==> src/rtl/uart_sys_ctrl.sv <==
// Command sequencer between the UART receiver and the register-file / ALU / UART-TX datapath.
// Parses command frames, issues RF and ALU operations, and returns results byte by byte to the TX.
module uart_sys_ctrl #(
  parameter int DATA_W   = 8,
  parameter int ADDR_W   = 4,
  parameter int FUN_W    = 4,
  parameter int OPA_ADDR = 0,
  parameter int OPB_ADDR = 1
) (
  input  logic                clk,
  input  logic                rst,
  input  logic [DATA_W-1:0]   rx_p_data,
  input  logic                rx_d_vld,
  input  logic [DATA_W-1:0]   rf_rd_data,
  input  logic                rf_rd_vld,
  input  logic [2*DATA_W-1:0] alu_out,
  input  logic                alu_out_vld,
  input  logic                tx_busy,
  output logic [ADDR_W-1:0]   rf_addr,
  output logic                rf_wr_en,
  output logic [DATA_W-1:0]   rf_wr_data,
  output logic                rf_rd_en,
  output logic [FUN_W-1:0]    alu_fun,
  output logic                alu_en,
  output logic                clk_gate_en,
  output logic [DATA_W-1:0]   tx_p_data,
  output logic                tx_d_vld,
  output logic                cmd_err
);

  localparam logic [DATA_W-1:0] CMD_WR     = DATA_W'(8'hAA);
  localparam logic [DATA_W-1:0] CMD_RD     = DATA_W'(8'hBB);
  localparam logic [DATA_W-1:0] CMD_ALU_OP = DATA_W'(8'hCC);
  localparam logic [DATA_W-1:0] CMD_ALU    = DATA_W'(8'hDD);

  typedef enum logic [3:0] {
    IDLE, WR_ADDR, WR_DATA, RD_ADDR, RD_WAIT, OP_A, OP_B,
    ALU_FUN, ALU_WAIT, TX_SEND, TX_ACK
  } state_t;

  state_t              state, state_nxt;
  logic                rx_vld_q;
  logic                byte_acc;
  logic [DATA_W-1:0]   tx_byte, tx_byte_nxt;
  logic [DATA_W-1:0]   tx_hi, tx_hi_nxt;
  logic                tx_pend, tx_pend_nxt;
  logic [ADDR_W-1:0]   rf_addr_nxt;
  logic [DATA_W-1:0]   rf_wr_data_nxt, tx_p_data_nxt;
  logic [FUN_W-1:0]    alu_fun_nxt;
  logic                rf_wr_en_nxt, rf_rd_en_nxt, alu_en_nxt;
  logic                clk_gate_en_nxt, tx_d_vld_nxt, cmd_err_nxt;

  // A held-high rx_d_vld level yields exactly one accepted byte.
  assign byte_acc = rx_d_vld & ~rx_vld_q;

  always_ff @(posedge clk or negedge rst) begin
    if (!rst) begin
      state       <= IDLE;
      rx_vld_q    <= 1'b0;
      tx_byte     <= '0;
      tx_hi       <= '0;
      tx_pend     <= 1'b0;
      rf_addr     <= '0;
      rf_wr_en    <= 1'b0;
      rf_wr_data  <= '0;
      rf_rd_en    <= 1'b0;
      alu_fun     <= '0;
      alu_en      <= 1'b0;
      clk_gate_en <= 1'b0;
      tx_p_data   <= '0;
      tx_d_vld    <= 1'b0;
      cmd_err     <= 1'b0;
    end else begin
      state       <= state_nxt;
      rx_vld_q    <= rx_d_vld;
      tx_byte     <= tx_byte_nxt;
      tx_hi       <= tx_hi_nxt;
      tx_pend     <= tx_pend_nxt;
      rf_addr     <= rf_addr_nxt;
      rf_wr_en    <= rf_wr_en_nxt;
      rf_wr_data  <= rf_wr_data_nxt;
      rf_rd_en    <= rf_rd_en_nxt;
      alu_fun     <= alu_fun_nxt;
      alu_en      <= alu_en_nxt;
      clk_gate_en <= clk_gate_en_nxt;
      tx_p_data   <= tx_p_data_nxt;
      tx_d_vld    <= tx_d_vld_nxt;
      cmd_err     <= cmd_err_nxt;
    end
  end

  always_comb begin
    state_nxt       = state;
    tx_byte_nxt     = tx_byte;
    tx_hi_nxt       = tx_hi;
    tx_pend_nxt     = tx_pend;
    rf_addr_nxt     = rf_addr;
    rf_wr_data_nxt  = rf_wr_data;
    alu_fun_nxt     = alu_fun;
    clk_gate_en_nxt = clk_gate_en;
    tx_p_data_nxt   = tx_p_data;
    rf_wr_en_nxt    = 1'b0;
    rf_rd_en_nxt    = 1'b0;
    alu_en_nxt      = 1'b0;
    tx_d_vld_nxt    = 1'b0;
    cmd_err_nxt     = 1'b0;

    unique case (state)
      IDLE: if (byte_acc) begin
        unique case (rx_p_data)
          CMD_WR:     state_nxt = WR_ADDR;
          CMD_RD:     state_nxt = RD_ADDR;
          CMD_ALU_OP: begin state_nxt = OP_A;    clk_gate_en_nxt = 1'b1; end
          CMD_ALU:    begin state_nxt = ALU_FUN; clk_gate_en_nxt = 1'b1; end
          default:    cmd_err_nxt = 1'b1;
        endcase
      end
      WR_ADDR: if (byte_acc) begin
        rf_addr_nxt = rx_p_data[ADDR_W-1:0];
        state_nxt   = WR_DATA;
      end
      WR_DATA: if (byte_acc) begin
        rf_wr_data_nxt = rx_p_data;
        rf_wr_en_nxt   = 1'b1;
        state_nxt      = IDLE;
      end
      RD_ADDR: if (byte_acc) begin
        rf_addr_nxt  = rx_p_data[ADDR_W-1:0];
        rf_rd_en_nxt = 1'b1;
        state_nxt    = RD_WAIT;
      end
      RD_WAIT: if (rf_rd_vld) begin
        tx_byte_nxt = rf_rd_data;
        tx_pend_nxt = 1'b0;
        state_nxt   = TX_SEND;
      end
      OP_A: if (byte_acc) begin
        rf_addr_nxt    = ADDR_W'(OPA_ADDR);
        rf_wr_data_nxt = rx_p_data;
        rf_wr_en_nxt   = 1'b1;
        state_nxt      = OP_B;
      end
      OP_B: if (byte_acc) begin
        rf_addr_nxt    = ADDR_W'(OPB_ADDR);
        rf_wr_data_nxt = rx_p_data;
        rf_wr_en_nxt   = 1'b1;
        state_nxt      = ALU_FUN;
      end
      ALU_FUN: if (byte_acc) begin
        alu_fun_nxt = rx_p_data[FUN_W-1:0];
        alu_en_nxt  = 1'b1;
        state_nxt   = ALU_WAIT;
      end
      ALU_WAIT: if (alu_out_vld) begin
        tx_byte_nxt     = alu_out[DATA_W-1:0];
        tx_hi_nxt       = alu_out[2*DATA_W-1:DATA_W];
        tx_pend_nxt     = 1'b1;
        clk_gate_en_nxt = 1'b0;
        state_nxt       = TX_SEND;
      end
      TX_SEND: if (!tx_busy) begin
        tx_p_data_nxt = tx_byte;
        tx_d_vld_nxt  = 1'b1;
        state_nxt     = TX_ACK;
      end
      // The MSB is promoted into tx_byte once the TX has taken the LSB.
      TX_ACK: if (tx_busy) begin
        if (tx_pend) begin
          tx_byte_nxt = tx_hi;
          tx_pend_nxt = 1'b0;
          state_nxt   = TX_SEND;
        end else begin
          state_nxt = IDLE;
        end
      end
      default: state_nxt = IDLE;
    endcase
  end

endmodule
==> config.mk <==
export PLATFORM = sky130hd
export DESIGN_NAME = uart_sys_ctrl
export DESIGN_NICKNAME = d
export VERILOG_FILES = /design/src/rtl/uart_sys_ctrl.sv
export SDC_FILE = /design/constraint.sdc
export NUM_CORES = 1
export LEC_CHECK = 0
export ABC_AREA = 1
export CAP_MARGIN = 20
export CELL_PAD_IN_SITES_DETAIL_PLACEMENT = 0
export CELL_PAD_IN_SITES_GLOBAL_PLACEMENT = 1
export CORE_ASPECT_RATIO = 1.75
export CORE_MARGIN = 1.5
export CORE_UTILIZATION = 35
export CTS_CLUSTER_SIZE = 30
export DETAILED_ROUTE_END_ITERATION = 12
export PLACE_DENSITY_LB_ADDON = 0.2
export SLEW_MARGIN = 25
export SYNTH_ARGS = -nofsm -noshare
export SYNTH_HDL_FRONTEND = slang
export SYNTH_SLANG_ARGS = --single-unit
==> constraint.sdc <==
create_clock -name clk -period 1.6 [get_ports clk]
set_clock_uncertainty 0.1 [all_clocks]
set_input_delay 0.32 -clock clk [delete_from_list [all_inputs] [get_ports clk]]
set_output_delay 0.32 -clock clk [all_outputs]
set_load 0.01 [all_outputs]
## Word level (Yosys, flattened, before mapping)

Cells that the tools add are included.

| storage, ports and cells | value |
|---|---|
| word-level logic and storage cells | 103 |
| output and inout port bits | 30 |
| register bits after elaboration | 52 |

| operators by class | value |
|---|---|
| equality and inequality tests | 29 |
| reduce and logical (&&, ||, !) cells | 17 |
| bitwise logic cells | 3 |
| multiplexer cells | 39 |

Operator list:

| cell | number |
|---|---|
| 4-bit 2-to-1 mux | 14 |
| 4-bit case mux with 11 select lines | 1 |
| 8-bit equality test, second input constant | 4 |
| 8-bit 2-to-1 mux | 4 |
| 2-bit inequality test, second input constant | 13 |
| 8-bit case mux with 3 select lines | 1 |
| 4-bit by 3-bit equality test with 1-bit output, second input constant | 4 |
| 4-bit case mux with 4 select lines | 1 |
| 1-bit 2-to-1 mux | 15 |
| 4-bit equality test, second input constant | 3 |
| 4-bit case mux with 3 select lines | 1 |
| 12-bit AND reduction | 1 |
| 4-bit AND reduction | 3 |
| 4-bit by 2-bit equality test with 1-bit output, second input constant | 2 |
| 2-bit AND reduction | 4 |
| 3-bit nonzero test | 2 |
| 5-bit by 1-bit inequality test with 1-bit output, second input constant | 1 |
| 5-bit AND reduction | 1 |
| 4-bit by 1-bit equality test with 1-bit output, second input constant | 1 |
| 4-bit zero test | 1 |
| 2-bit OR reduction | 2 |
| 4-bit OR reduction | 1 |
| 1-bit case mux with 3 select lines | 1 |
| 3-bit OR reduction | 1 |
| 5 further kinds | 6 |

## Depth between registers and ports, before layout

Gate-level depths: netlist (run 1).

| depth | value |
|---|---|
| depth after elaboration | 5 |
| depth in mapped cells | 9 |
| gate-level depth less buffers | 9 |

## Least setup slack after synthesis (run 1)

Ideal clock, no wire load.

| path | value |
|---|---|
| kind | register to register |
| start point | register state[0] |
| end point | register tx_hi[0] |
| buffers on the path | 1 |
| path slack | 0.200 ns |
| cell stages (with the launch flop) | 10 |
| data arrival time | 1.183 ns |
| required time | 1.384 ns |
| path through | dfrtp_1 > inv_4 > nand2_8 > nor2_4 > buf_6 > inv_2 > nor2_8 > inv_2 > nand2_1 > nand2_1 |

| on the way | value |
|---|---|
| longest elaborated chain between the ends | 2 |

Ends and longest elaborated chain:

| element | line | source |
|---|---|---|
| start, declared | 41 | `state_t state, state_nxt;` |
| start signal, assigned | 74 | `state <= state_nxt;` |
| 4-bit equality test | 108 | `unique case (state)` |
| 2-bit AND reduction (no line) | n/a |  |
| end signal, assigned | 77 | `tx_hi <= tx_hi_nxt;` |
| end, declared | 45 | `logic [DATA_W-1:0] tx_hi, tx_hi_nxt;` |

Every way passes these cells.
A chain may end at the register's enable or synchronous reset.

## Worst setup path in the final report (run 1)

| path | value |
|---|---|
| start point | register rf_rd_en |
| end point | output port rf_rd_en |

RTL lines:

| element | line | source |
|---|---|---|
| start, declared | 22 | `output logic rf_rd_en,` |
| start signal, assigned | 82 | `rf_rd_en <= rf_rd_en_nxt;` |

No word-level cell between the ends.

==> metrics.yaml, run 1 <==
vias: 2265
power_per_cell_area_nw_per_um2: 1403
worstSkewPairLatency_ns: 0.29
total_leakage_power_uw: 0.002076
pwr-share-comb: 0.404
hold_path.class: "reg -> reg"
yosysSeqAreaShare: 0.5138
tightestPinTransition_ns: 0.2848
die-width_um: 67.30
top_usage_layer: "met2"
finalNetCount: 449
worst-path-max-fanout: 1
drt.antenna.violating_nets: 0
clk_transition_reported_paths_ns: 0.06
seq_power_share: 0.398
cell_internal_pwr_uw: 3282
drt_drc_violations_left: 0
synthesis.nets: 353
path_cells: "clkdlybuf4s50_1"
final.fill_count: 711
maxClockFrequency_mhz: 641.9
cp.required_ns: 1.18
clk_path_buf_depth: 2
cpPeakStageDelay_ns: 0.52
fraction_of_layout_cells_with_a_size_suffix_above_1: 0.1776
postSynth.topFlopCell: "dfrtp_1"
synthTopCellsByArea: "dfrtp_1 (51%), nand2_1 (21%), nand3_1 (5.5%), inv_1 (3.7%), nand2_2 (2.2%)"
result_of_the_run: "finished clean"
num_antenna_cells: 0
slew_violations: 0
setup-violations-final: 0
warning_count_from_the_yosys_run: 0
synth.top_cell.area_share: 0.5138
yosysTopAreaCell: "dfrtp_1"
timing.setup.critical_path_class: "reg -> out"
die_area_um2: 7775
die_h_um: 115.5
initial_antenna_violation_count: 0
dpl_worst_slack_ns: -0.2304
dpl.cell_count: 485
critical_path.endpoint_type: "primary output"
ios: 68
tritoncts: "built"
post_synth_num_cell_types: 23
syn_avg_cell_area_um2: 8.039
ys_ff_latch: 52
critical_path.top_delay_family: "buffers and inverters"
timing.critical_path.slowest_stage_cell: "clkdlybuf4s50_1"
hold_violations: 0
syn-instance-count: 315
sum_of_buffers_and_inverters_on_the_critical_path: 1
post-route-min-period_ns: 1.558
grt_max_degree: 53
first_global_vias: 2248
grt.met3_usage: 0.03107
htree_depth: 2
net-switching-power_uw: 1872
place.gp.congestion: 0.8263
wire_per_inst_um: 12.19
firstDrtPassIters: 4
vdd_drop_max_uv: 560.9
synth_enable_flop_cells: 0
area_growth_pct: 45.01
cts.sinks: 52
initial_core_utilization: 0.3640
swShare: 0.3632
dr.first_iter.drc_count: 97
drt-total-wl_um: 6036
post_layout_nonfiller_instances: 495
floorplan.core_area_um2: 6957
grt_setup_unrepaired: "yes"
avgViaCountPerCell: 4.576
row_count: 40
grt_remaining_overflow: 0
final-seq-area_um2: 1305
met2_usage_grt: 0.3116
dp_hpwl_um: 4774
area_of_the_multi_input_gates_um2: 1109
place.port_buffers: 67
grt.met1_usage: 0.1849
tritoncts.num_buffers: 5
synth.cell_area_um2: 2532
grt_pass1_wl_um: 10120
maxCapViolCount: 0
global_route.usage.total: 0.1711
power.clock.fraction: 0.198
synth-async-reset-ratio: 1.000
worst_ep_arrival_time_ns: 1.14
clock-root-buffer: "clkbuf_16"
worst_slew_margin_rel: 0.8096
timing.critical_path.from_type: "register"
min_period_over_period: 0.9736
layout_setup_ws_ns: 0.04221
==> layer usage <==
layer,up-vias,wire [um]
li1,1168,-
met1,1023,2301
met2,59,3369
met3,15,205
met4,0,159
met5,-,0
==> path summary, 6_finish.rpt <==
| path | startpoint | to | slack [ns] | cells after the start |
|---|---|---|---|---|
| worst min register to register | tx_byte[6]$_DFFE_PN0P_ | tx_byte[6]$_DFFE_PN0P_ | 0.37 | 2 |
| worst max register to register | state[1]$_DFFE_PN0P_ | tx_pend$_DFFE_PN0P_ | 0.11 | 8 |
| worst max-delay path | rf_rd_en$_DFF_PN0_ | rf_rd_en | 0.04 | 1 |
| min in group asynchronous | rst | rf_wr_data[5]$_DFFE_PN0P_ | 0.45 | 3 |
| max in group asynchronous | rst | alu_fun[3]$_DFFE_PN0P_ | 0.71 | 3 |
| worst min-delay path | tx_byte[6]$_DFFE_PN0P_ | tx_byte[6]$_DFFE_PN0P_ | 0.37 | 2 |
==> through the flow <==
step                      hold slack (ns)  total power [uW]  cell area [um^2]    util   TNS, ns
after floorplan                  -0.07559              3266              2532       -         0
after global routing               0.3899              5588              3672  0.5279  -0.09603
final                              0.3706              5154              3672  0.5279         0
after detailed placement           0.2327              4220              3463  0.4978    -4.428
after global placement             0.2309              4171              3463  0.4978    -3.386
after CTS                          0.3754              5187              3598  0.5173         0
==> kinds of logic (layout without fill, tap and decap cells) <==
kind of cell	Yosys count	in the layout	synth area share
DFF	52	52	0.5138
and+or+nand+nor	207	207	0.3794
buffers and inverters	35	131	0.06028
AOI/OAI and AO/OA	21	21	0.04644
==> sequential cells by signal (all words and copies together), names as in the netlist <==
name,flops
tx_d_vld,1
rf_rd_en,1
rx_vld_q,1
tx_hi,8
clk_gate_en,1
alu_fun,4
tx_pend,1
rf_wr_data,8
tx_p_data,8
rf_addr,4
state,4
tx_byte,8
alu_en,1
rf_wr_en,1
cmd_err,1
==> what timing repair did <==
item	4_1_cts	5_1_grt
buffers inserted	0	2
endpoints found under the hold margin	52	0
hold buffers	1	0
endpoints found under the setup margin	17	42
pin swaps	0	2
gates resized for setup	15	24
==> area by class of cell <==
class | instances | share of cell area
Tap cell | 84 | 0.02862
Timing Repair Buffer | 92 | 0.2433
Clock inverter | 2 | 0.003407
Inverter | 32 | 0.03339
Clock buffer | 5 | 0.03407
Sequential cell | 52 | 0.3554
Multi-Input combinational cell | 228 | 0.3019
==> synthesized netlist by cell type (2+ instances only) <==
library cell / count
nor2_4: 4
a21boi_0: 2
nand2_2: 9
nor2_8: 2
buf_6: 2
nor2_2: 4
nor2_1: 15
inv_1: 25
o21ai_0: 8
nand3_1: 28
nand2_1: 140
nand3_4: 2
inv_2: 6
dfrtp_1: 52
a21oi_1: 3
o21ai_1: 6
==> power groups by stage <==
stage          Sequential, uW  Combinational, uW  Clock, uW
6_report                 2050               2080       1020
5_1_grt                  2120               2360       1110
4_1_cts                  2060               2070       1060
3_5_place_dp             2090               2130          0
3_3_place_gp             2070               2100          0
2_1_floorplan            2150               1110          0
==> cell usage in the layout (no fill, tap or decap), types with 2 or more instances in the layout <==
master and count:
inv_1 23, buf_12 2, nor2_4 7, nor2_1 14, clkdlybuf4s50_1 40, inv_2 8
buf_4 22, nand2_2 11, dlygate4sd2_1 14, nor2_8 2, nand3_4 2, nand2_4 2
nor2_2 2, o21ai_0 8, clkbuf_16 5, dfrtp_1 49, dfrtp_2 3, a21boi_0 2
o21ai_1 6, a21oi_1 3, nand3_1 28, dlymetal6s2s_1 12, nand2_1 137
Note: power is estimated with default switching activity, not from simulation.
==> run 2: changes to the inputs <==
--- a/config.mk
+++ b/config.mk
@@ -9,7 +9,6 @@
 export CAP_MARGIN = 20
 export CELL_PAD_IN_SITES_DETAIL_PLACEMENT = 0
 export CELL_PAD_IN_SITES_GLOBAL_PLACEMENT = 1
-export CORE_ASPECT_RATIO = 1.75
 export CORE_MARGIN = 1.5
 export CORE_UTILIZATION = 35
 export CTS_CLUSTER_SIZE = 30
==> metrics.yaml, run 2 (same netlist as run 1, synthesis figures left out) <==
result_of_the_run: "finished clean"
die-width_um: 88.06
worst_slew_margin_rel: 0.7168
timing.reg2reg.worst_path_depth: 9
cp.depth: 9
grt_max_degree: 21
utilization: 0.5283
vdd_drop_max_uv: 450.3
row_count: 30
first_global_vias: 2098
htree_depth: 2
dpl_worst_slack_ns: -0.2160
die_area_um2: 7755
tritoncts: "built"
worst-path-max-fanout: 5
wire_per_inst_um: 11.08
area_growth_pct: 44.07
timing.setup.tns_ns: 0
grt_remaining_overflow: 0
layout_setup_ws_ns: 0.08811
most_frequent_cells_in_the_layout: "nand2_1 (139), dfrtp_1 (50), clkdlybuf4s50_1 (36)"
firstDrtPassIters: 4
fin_total_pwr_uw: 4855
clk_transition_reported_paths_ns: 0.10
critical_path.top_delay_family: "simple AND/OR/NAND/NOR gates"
global_route.usage.total: 0.1596
maxCapViolCount: 0
drt_drc_violations_left: 0
cts.sinks: 52
setup-violations-final: 0
num_antenna_cells: 0
grt_setup_unrepaired: "yes"
floorplan.core_area_um2: 6907
maxClockFrequency_mhz: 661.4
final.fill_count: 700
dp_hpwl_um: 4499
clock-root-buffer: "clkbuf_8"
timing.critical_path.from_type: "register"
grt_pass1_wl_um: 9653
clk_path_buf_depth: 2
worst_r2r_endpoint: "tx_byte[7]$_DFFE_PN0P_"
hold_path.class: "in -> async"
min_period_over_period: 0.9449
r2r_slack_ns: 0.09
power_per_cell_area_nw_per_um2: 1331
dpl.cell_count: 501
critical_path.endpoint_type: "register"
slew_violations: 0
tightestPinTransition_ns: 0.4248
tritoncts.num_buffers: 5
ios: 68
die_h_um: 88.06
r2r_start: "state[0]$_DFFE_PN0P_"
drt-total-wl_um: 5663
timing.critical_path.slowest_stage_cell: "dfrtp_2"
dr.first_iter.drc_count: 70
post_layout_nonfiller_instances: 511
timing.setup.critical_path_class: "reg -> reg"
hold_violations: 0
initial_core_utilization: 0.3667
path_cells: "inv_4, nand2_8, nor2_4, nand2_2, nand3_4, nor2_8, buf_4, nand3_1, nand2_1"
place.port_buffers: 67
drt.antenna.violating_nets: 0
total_leakage_power_uw: 0.002025
initial_antenna_violation_count: 0
fraction_of_layout_cells_with_a_size_suffix_above_1: 0.1807
cp.required_ns: 1.71
finalNetCount: 452
cpPeakStageDelay_ns: 0.46
worstSkewPairLatency_ns: 0.30
vias: 2195
post-route-min-period_ns: 1.512
place.gp.congestion: 0.8568
worst_ep_arrival_time_ns: 1.62
mostFrequentLayoutCell: "nand2_1"
avgViaCountPerCell: 4.295
sum_of_buffers_and_inverters_on_the_critical_path: 2
## run 2: how the worst max path moves through the flow
stage / from / end / slack, ns
after floorplan: state[0]$_DFFE_PN0P_ / tx_hi[0]$_DFFE_PN0P_ / 0.20
after global placement: rx_p_data[3] / state[0]$_DFFE_PN0P_ / -0.18
after detailed placement: rx_p_data[1] / state[0]$_DFFE_PN0P_ / -0.22
after CTS: tx_d_vld$_DFF_PN0_ / tx_d_vld / 0.003
after global routing: state[0]$_DFFE_PN0P_ / tx_byte[6]$_DFFE_PN0P_ / -0.0004
final: state[0]$_DFFE_PN0P_ / tx_byte[7]$_DFFE_PN0P_ / 0.09
## run 2: cell type report
type	instances	area [um^2]	share of cell area
Inverter	32	122.6	0.03361
Tap cell	96	120.1	0.03292
Clock inverter	3	27.53	0.007545
Multi-Input combinational cell	228	1109	0.3038
Timing Repair Buffer	95	897.1	0.2459
Sequential cell	52	1304	0.3573
Clock buffer	5	68.82	0.01886
## run 2: per-stage QoR
stage	instance area [um^2]	hold slack, ns
2_1_floorplan	2532	-0.07559
3_3_place_gp	3521	0.1740
3_5_place_dp	3521	0.1792
4_1_cts	3595	0.3707
5_1_grt	3649	0.3811
6_report	3649	0.3712
## run 2: per-layer routing
metal	vias up	GRT usage	share of wire	wire length, um
met5	-	0	0	0
met2	48	0.2554	0.45	2524
met1	970	0.2184	0.50	2828
li1	1171	-	-	-
met3	6	0.03110	0.041	231
met4	0	0.05114	0.014	79
## run 2: repair_timing
item | CTS | global route
pin swaps | 0 | 1
gates resized for setup | 26 | 16
setup endpoints to repair | 26 | 23
hold endpoints to repair | 14 | 0
hold buffers | 1 | 0
setup buffers | 0 | 1
## run 2: report_power, final
group          internal, uW  switching, uW
registers              1790            262
clock network           322            458
logic                   886           1140
==> run 3: changes to the inputs <==
--- a/config.mk
+++ b/config.mk
@@ -9,6 +9,7 @@
 export CAP_MARGIN = 20
 export CELL_PAD_IN_SITES_DETAIL_PLACEMENT = 0
 export CELL_PAD_IN_SITES_GLOBAL_PLACEMENT = 1
+export CORE_ASPECT_RATIO = 1.2
 export CORE_MARGIN = 1.5
 export CORE_UTILIZATION = 35
 export CTS_CLUSTER_SIZE = 30
==> metrics.yaml, run 3 (same netlist as run 1, synthesis figures left out) <==
place.port_buffers: 67
timing.setup.critical_path_class: "reg -> reg"
maxClockFrequency_mhz: 656.7
critical_path.endpoint_type: "register"
postCtsSetupRepairBufs: 0
vdd_drop_max_uv: 547.8
fin_total_pwr_uw: 4958
area_of_the_multi_input_gates_um2: 1112
worst_ep_arrival_time_ns: 1.62
clk_transition_reported_paths_ns: 0.10
global_route.usage.total: 0.1547
final-seq-area_um2: 1305
avgViaCountPerCell: 4.463
hold_violations: 0
drt.antenna.violating_nets: 0
power_per_cell_area_nw_per_um2: 1373
most_frequent_cells_in_the_layout: "nand2_1 (137), dfrtp_1 (49), clkdlybuf4s50_1 (36)"
post-route-min-period_ns: 1.523
grt_max_degree: 40
hold_path.class: "in -> async"
result_of_the_run: "finished clean"
r2r_start: "state[3]$_DFFE_PN0P_"
tritoncts.num_buffers: 5
worst_r2r_endpoint: "state[3]$_DFFE_PN0P_"
area_growth_pct: 42.59
cpPeakStageDelay_ns: 0.42
critical_path.top_delay_family: "simple AND/OR/NAND/NOR gates"
die_area_um2: 7757
cp.required_ns: 1.70
critical_path_s_most_frequent_cell: "nand2_2"
first_global_vias: 2015
timing.reg2reg.worst_path_depth: 9
dp_hpwl_um: 4551
drt_drc_violations_left: 0
slew_violations: 0
timing.critical_path.slowest_stage_cell: "dfrtp_1"
mostFrequentLayoutCell: "nand2_1"
dr.first_iter.drc_count: 80
cts.sinks: 52
grt_remaining_overflow: 0
utilization: 0.5206
floorplan.core_area_um2: 6937
grt_setup_unrepaired: "yes"
fraction_of_layout_cells_with_a_size_suffix_above_1: 0.1748
maxCapViolCount: 0
die_h_um: 96.18
sum_of_buffers_and_inverters_on_the_critical_path: 1
firstDrtPassIters: 4
vias: 2227
worstSkewPairLatency_ns: 0.30
tightestPinTransition_ns: 0.3703
row_count: 33
path_cells: "inv_1, nand2_2, nor2_4, nand2_2, nand3_4, nor2_4, nand2_2, nand2_1, nand2_1"
clock-root-buffer: "clkbuf_8"
tritoncts: "built"
ios: 68
r2r_slack_ns: 0.08
wire_per_inst_um: 11.76
total_leakage_power_uw: 0.001985
initial_core_utilization: 0.3651
drt-total-wl_um: 5869
grt_pass1_wl_um: 9301
setup-violations-final: 0
clk_path_buf_depth: 2
htree_depth: 2
worst-path-max-fanout: 5
final.fill_count: 716
die-width_um: 80.65
min_period_over_period: 0.9518
initial_antenna_violation_count: 0
worst_slew_margin_rel: 0.7532
place.gp.congestion: 0.8132
num_antenna_cells: 0
timing.critical_path.from_type: "register"
finalNetCount: 449
run 3: report_power, final:
part | leakage [uW] | switching (uW) | internal, uW | total, uW
Sequential | 0.000668 | 274 | 1790 | 2060
Clock | 0.0000548 | 454 | 472 | 925
Combinational | 0.00126 | 1130 | 844 | 1970
Total | 0.00198 | 1860 | 3100 | 4960
run 3: worst max-delay path by stage:
| stage | endpoint | cells past startpoint | slack [ns] | from |
|---|---|---|---|---|
| finish | state[3]$_DFFE_PN0P_ | 9 | 0.08 | state[3]$_DFFE_PN0P_ |
| global route | state[0]$_DFFE_PN0P_ | 9 | -0.03 | state[3]$_DFFE_PN0P_ |
| CTS | cmd_err | 1 | 0.002 | cmd_err$_DFF_PN0_ |
| detailed placement | state[3]$_DFFE_PN0P_ | 10 | -0.25 | rx_p_data[3] |
| global placement | state[2]$_DFFE_PN0P_ | 10 | -0.18 | rx_p_data[7] |
| floorplan | tx_hi[0]$_DFFE_PN0P_ | 9 | 0.20 | state[0]$_DFFE_PN0P_ |
run 3: per-stage QoR:
step                instance area, um^2  setup WS (ns)  setup TNS, ns  hold WS [ns]  instances
floorplan                          2532         0.2004              0      -0.07559        315
global placement                   3475        -0.1844         -2.506        0.1433        489
detailed placement                 3475        -0.2490         -3.401        0.1504        489
CTS                                3566       0.002073              0        0.3497        498
global route                       3611       -0.03204       -0.06290        0.3759        499
finish                             3611        0.07717              0        0.3482        499
run 3: what timing repair did:
| item | in CTS | in global routing |
|---|---|---|
| cloned | 0 | 1 |
| hold buffers | 1 | 0 |
| endpoints found under the setup margin | 27 | 20 |
| hold endpoints to repair | 13 | 0 |
| gates resized for setup | 27 | 12 |
| pin swaps | 0 | 1 |
run 3: area by class of cell:
cell class / instances / area share
repair buffers: 91 / 0.2346
clock inverters: 3 / 0.01282
clock buffers: 5 / 0.01906
inverters: 32 / 0.03396
flip-flops and latches: 52 / 0.3614
well taps: 87 / 0.03015
multi-input cells: 229 / 0.3080
run 3: routing by layer:
metal  track usage  wire length, um  vias up
met4       0.05029               61        0
met3       0.02559              239        4
met5             0                0        -
li1              -                -     1168
met2        0.2640             2909       52
met1        0.1990             2659     1003
==> patch, RTL diff (settings of run 1) <==
Re-encode `state_t` (11 states) as one-hot, 11 bits wide.
--- a/src/rtl/uart_sys_ctrl.sv
+++ b/src/rtl/uart_sys_ctrl.sv
@@ -34,7 +34,7 @@
   localparam logic [DATA_W-1:0] CMD_ALU    = DATA_W'(8'hDD);
 
-  typedef enum logic [3:0] {
-    IDLE, WR_ADDR, WR_DATA, RD_ADDR, RD_WAIT, OP_A, OP_B,
-    ALU_FUN, ALU_WAIT, TX_SEND, TX_ACK
+  typedef enum logic [10:0] {
+    IDLE = 11'b00000000001, WR_ADDR = 11'b00000000010, WR_DATA = 11'b00000000100, RD_ADDR = 11'b00000001000, RD_WAIT = 11'b00000010000, OP_A = 11'b00000100000, OP_B = 11'b00001000000,
+    ALU_FUN = 11'b00010000000, ALU_WAIT = 11'b00100000000, TX_SEND = 11'b01000000000, TX_ACK = 11'b10000000000
   } state_t;
 
Formal check against the unedited RTL: no difference found for any inputs over 10 cycles, from zero or initial values and one cycle with rst low; not proved beyond that.
==> patch against run 1 <==
- the run now ends with negative setup slack left
- final area up 34%
- cell count grew 23%
- clock power rose by 91%
- area after synthesis rose by 15%
- wire length rose by 33%
- power increased by 19%
- count of clock-buffer cells in the layout grew 7
- via count is 25% higher
- sequential cell count rose by 7
- die area up 15%
- worst setup slack worse by 0.17 ns
- worst hold slack lost 0.013 ns
- largest power group unchanged
- highest routed layer unchanged
==> patch: results (changes against run 1) <==
RUN_STATUS='finished, violations left'
VIOLATIONS='negative setup slack'
AVGVIACOUNTPERCELL=4.63  # +1.1%
SYNTH.TOP_CELL.AREA_SHARE_PCT=49.7  # -1.6 points
MET2_USAGE_PCT=33.7  # +2.6 points
WIRE_LENGTH_OF_THE_FIRST_GLOBAL_ROUTING_PASS_UM=13000  # +29%
WEIGHTED_CONGESTION_REPORTED_AT_THE_END_OF_ROUTABILITY_DRIVEN_PLACEMENT=0.841  # +1.7%
POWER.STATIC_LEAKAGE_nW=2.64  # +27%
MAX_STAGE_DELAY_NS=0.40  # -0.12 ns
CELL_TYPES_OCCUPYING_THE_MOST_AREA_AFTER_SYNTHESIS='sky130_fd_sc_hd__dfrtp_1 50%, sky130_fd_sc_hd__nand2_1 20%, sky130_fd_sc_hd__inv_1 4.4%'
SYNTH.YOSYS.SEQ_AREA_SHARE_PCT=50.6  # -0.74 points
POWER.SWITCHING_mW=2.03  # +8.5%
WORST_IR_DROP_VDD_uV=835  # +49%
GLOBALROUTEMET1UTIL_PCT=21.8  # +3.3 points
SYN_NETS=407  # +15%
TOP_CELLS_BY_INSTANCE_COUNT_AFTER_SYNTHESIS='154 x sky130_fd_sc_hd__nand2_1, 58 x sky130_fd_sc_hd__dfrtp_1, 34 x sky130_fd_sc_hd__inv_1, 24 x sky130_fd_sc_hd__nor2_1, 16 x sky130_fd_sc_hd__nand3_1'
PLACE_WS_NS=-0.368  # -0.138 ns
WL_MET3_UM=293  # +43%
FIRST_ITER_VIOLATIONS=76  # -22%
CP-STARTPOINT='state[8]'
CRITPATHSLOWESTCELL='sky130_fd_sc_hd__dfrtp_1'
MET1_LENGTH_UM=3210  # +40%
REPORT.FINAL.SETUP_VIOL=36  # +36
WORST_SLACK_NS=-0.131  # -0.173 ns
HOLD_START='tx_p_data[1]'
CRIT_PATH_MAX_FANOUT=4  # +3
SYNTH_COMPOUND_GATE_AREA_SHARE_PCT=8.28  # +3.6 points
NUMCTSBUFFERS=9  # +4
POST-DP-HPWL_UM=5800  # +21%
GLOBAL_ROUTE.USAGE.TOTAL_PCT=19.3  # +2.2 points
FILLCELLCOUNT=725  # +2.0%
-- patch: changes by cell type after synthesis, sizes merged, moves of 3 or more --
cell,before,now
nor3,0,4
o31ai,0,3
o21ai,15,26
nand3,30,18
nor2,25,35
a21oi,4,11
dfrtp,52,58
nand2,151,168
inv,32,39
-- patch: power groups by stage --
stage / combinational (mW) / sequential (mW) / clock (mW)
floorplan: 0.867 / 2.00 / 0
global placement: 1.82 / 1.93 / 0
detailed placement: 1.84 / 1.93 / 0
CTS: 1.98 / 1.92 / 1.97
global route: 2.45 / 1.98 / 2.04
finish: 2.24 / 1.95 / 1.95
-- patch: area by class of cell --
class                           instances  area share, %
Clock inverter                          4          0.994
Tap cell                               90           2.29
Sequential cell                        59           30.1
Multi-Input combinational cell        270           33.3
Timing Repair Buffer                  136           24.9
Clock buffer                           12           5.23
Inverter                               39           3.21
-- patch: path summary, 6_finish.rpt --
kind	to	slack (ns)	cells after the start
hold reg to reg	tx_p_data[1]	0.36	2
setup reg to reg	tx_byte[2]	-0.13	10
min in group asynchronous	rf_rd_en	0.42	3
max in group asynchronous	state[0]	0.67	3
hold / removal	tx_p_data[1]	0.36	2
setup / recovery	tx_byte[2]	-0.13	10
-- patch: timing repair --
item,CTS,global route
hold buffers,1,0
setup buffers,5,5
gates cloned,1,1
hold endpoints to repair,58,0
setup endpoints to repair,74,55
resized for setup,69,60
pin swaps,13,18
-- patch: per-stage QoR --
step	cells	hold slack, ns	setup TNS (ns)	instance area (um2)	power [mW]
after CTS	604	0.366	-2.28	4620	5.86
after global placement	581	0.253	-7.14	4150	3.75
after detailed placement	581	0.254	-7.77	4150	3.77
after floorplan	369	-0.0756	0	2920	2.86
after global routing	610	0.377	-6.87	4910	6.47
final	610	0.358	-2.49	4910	6.14
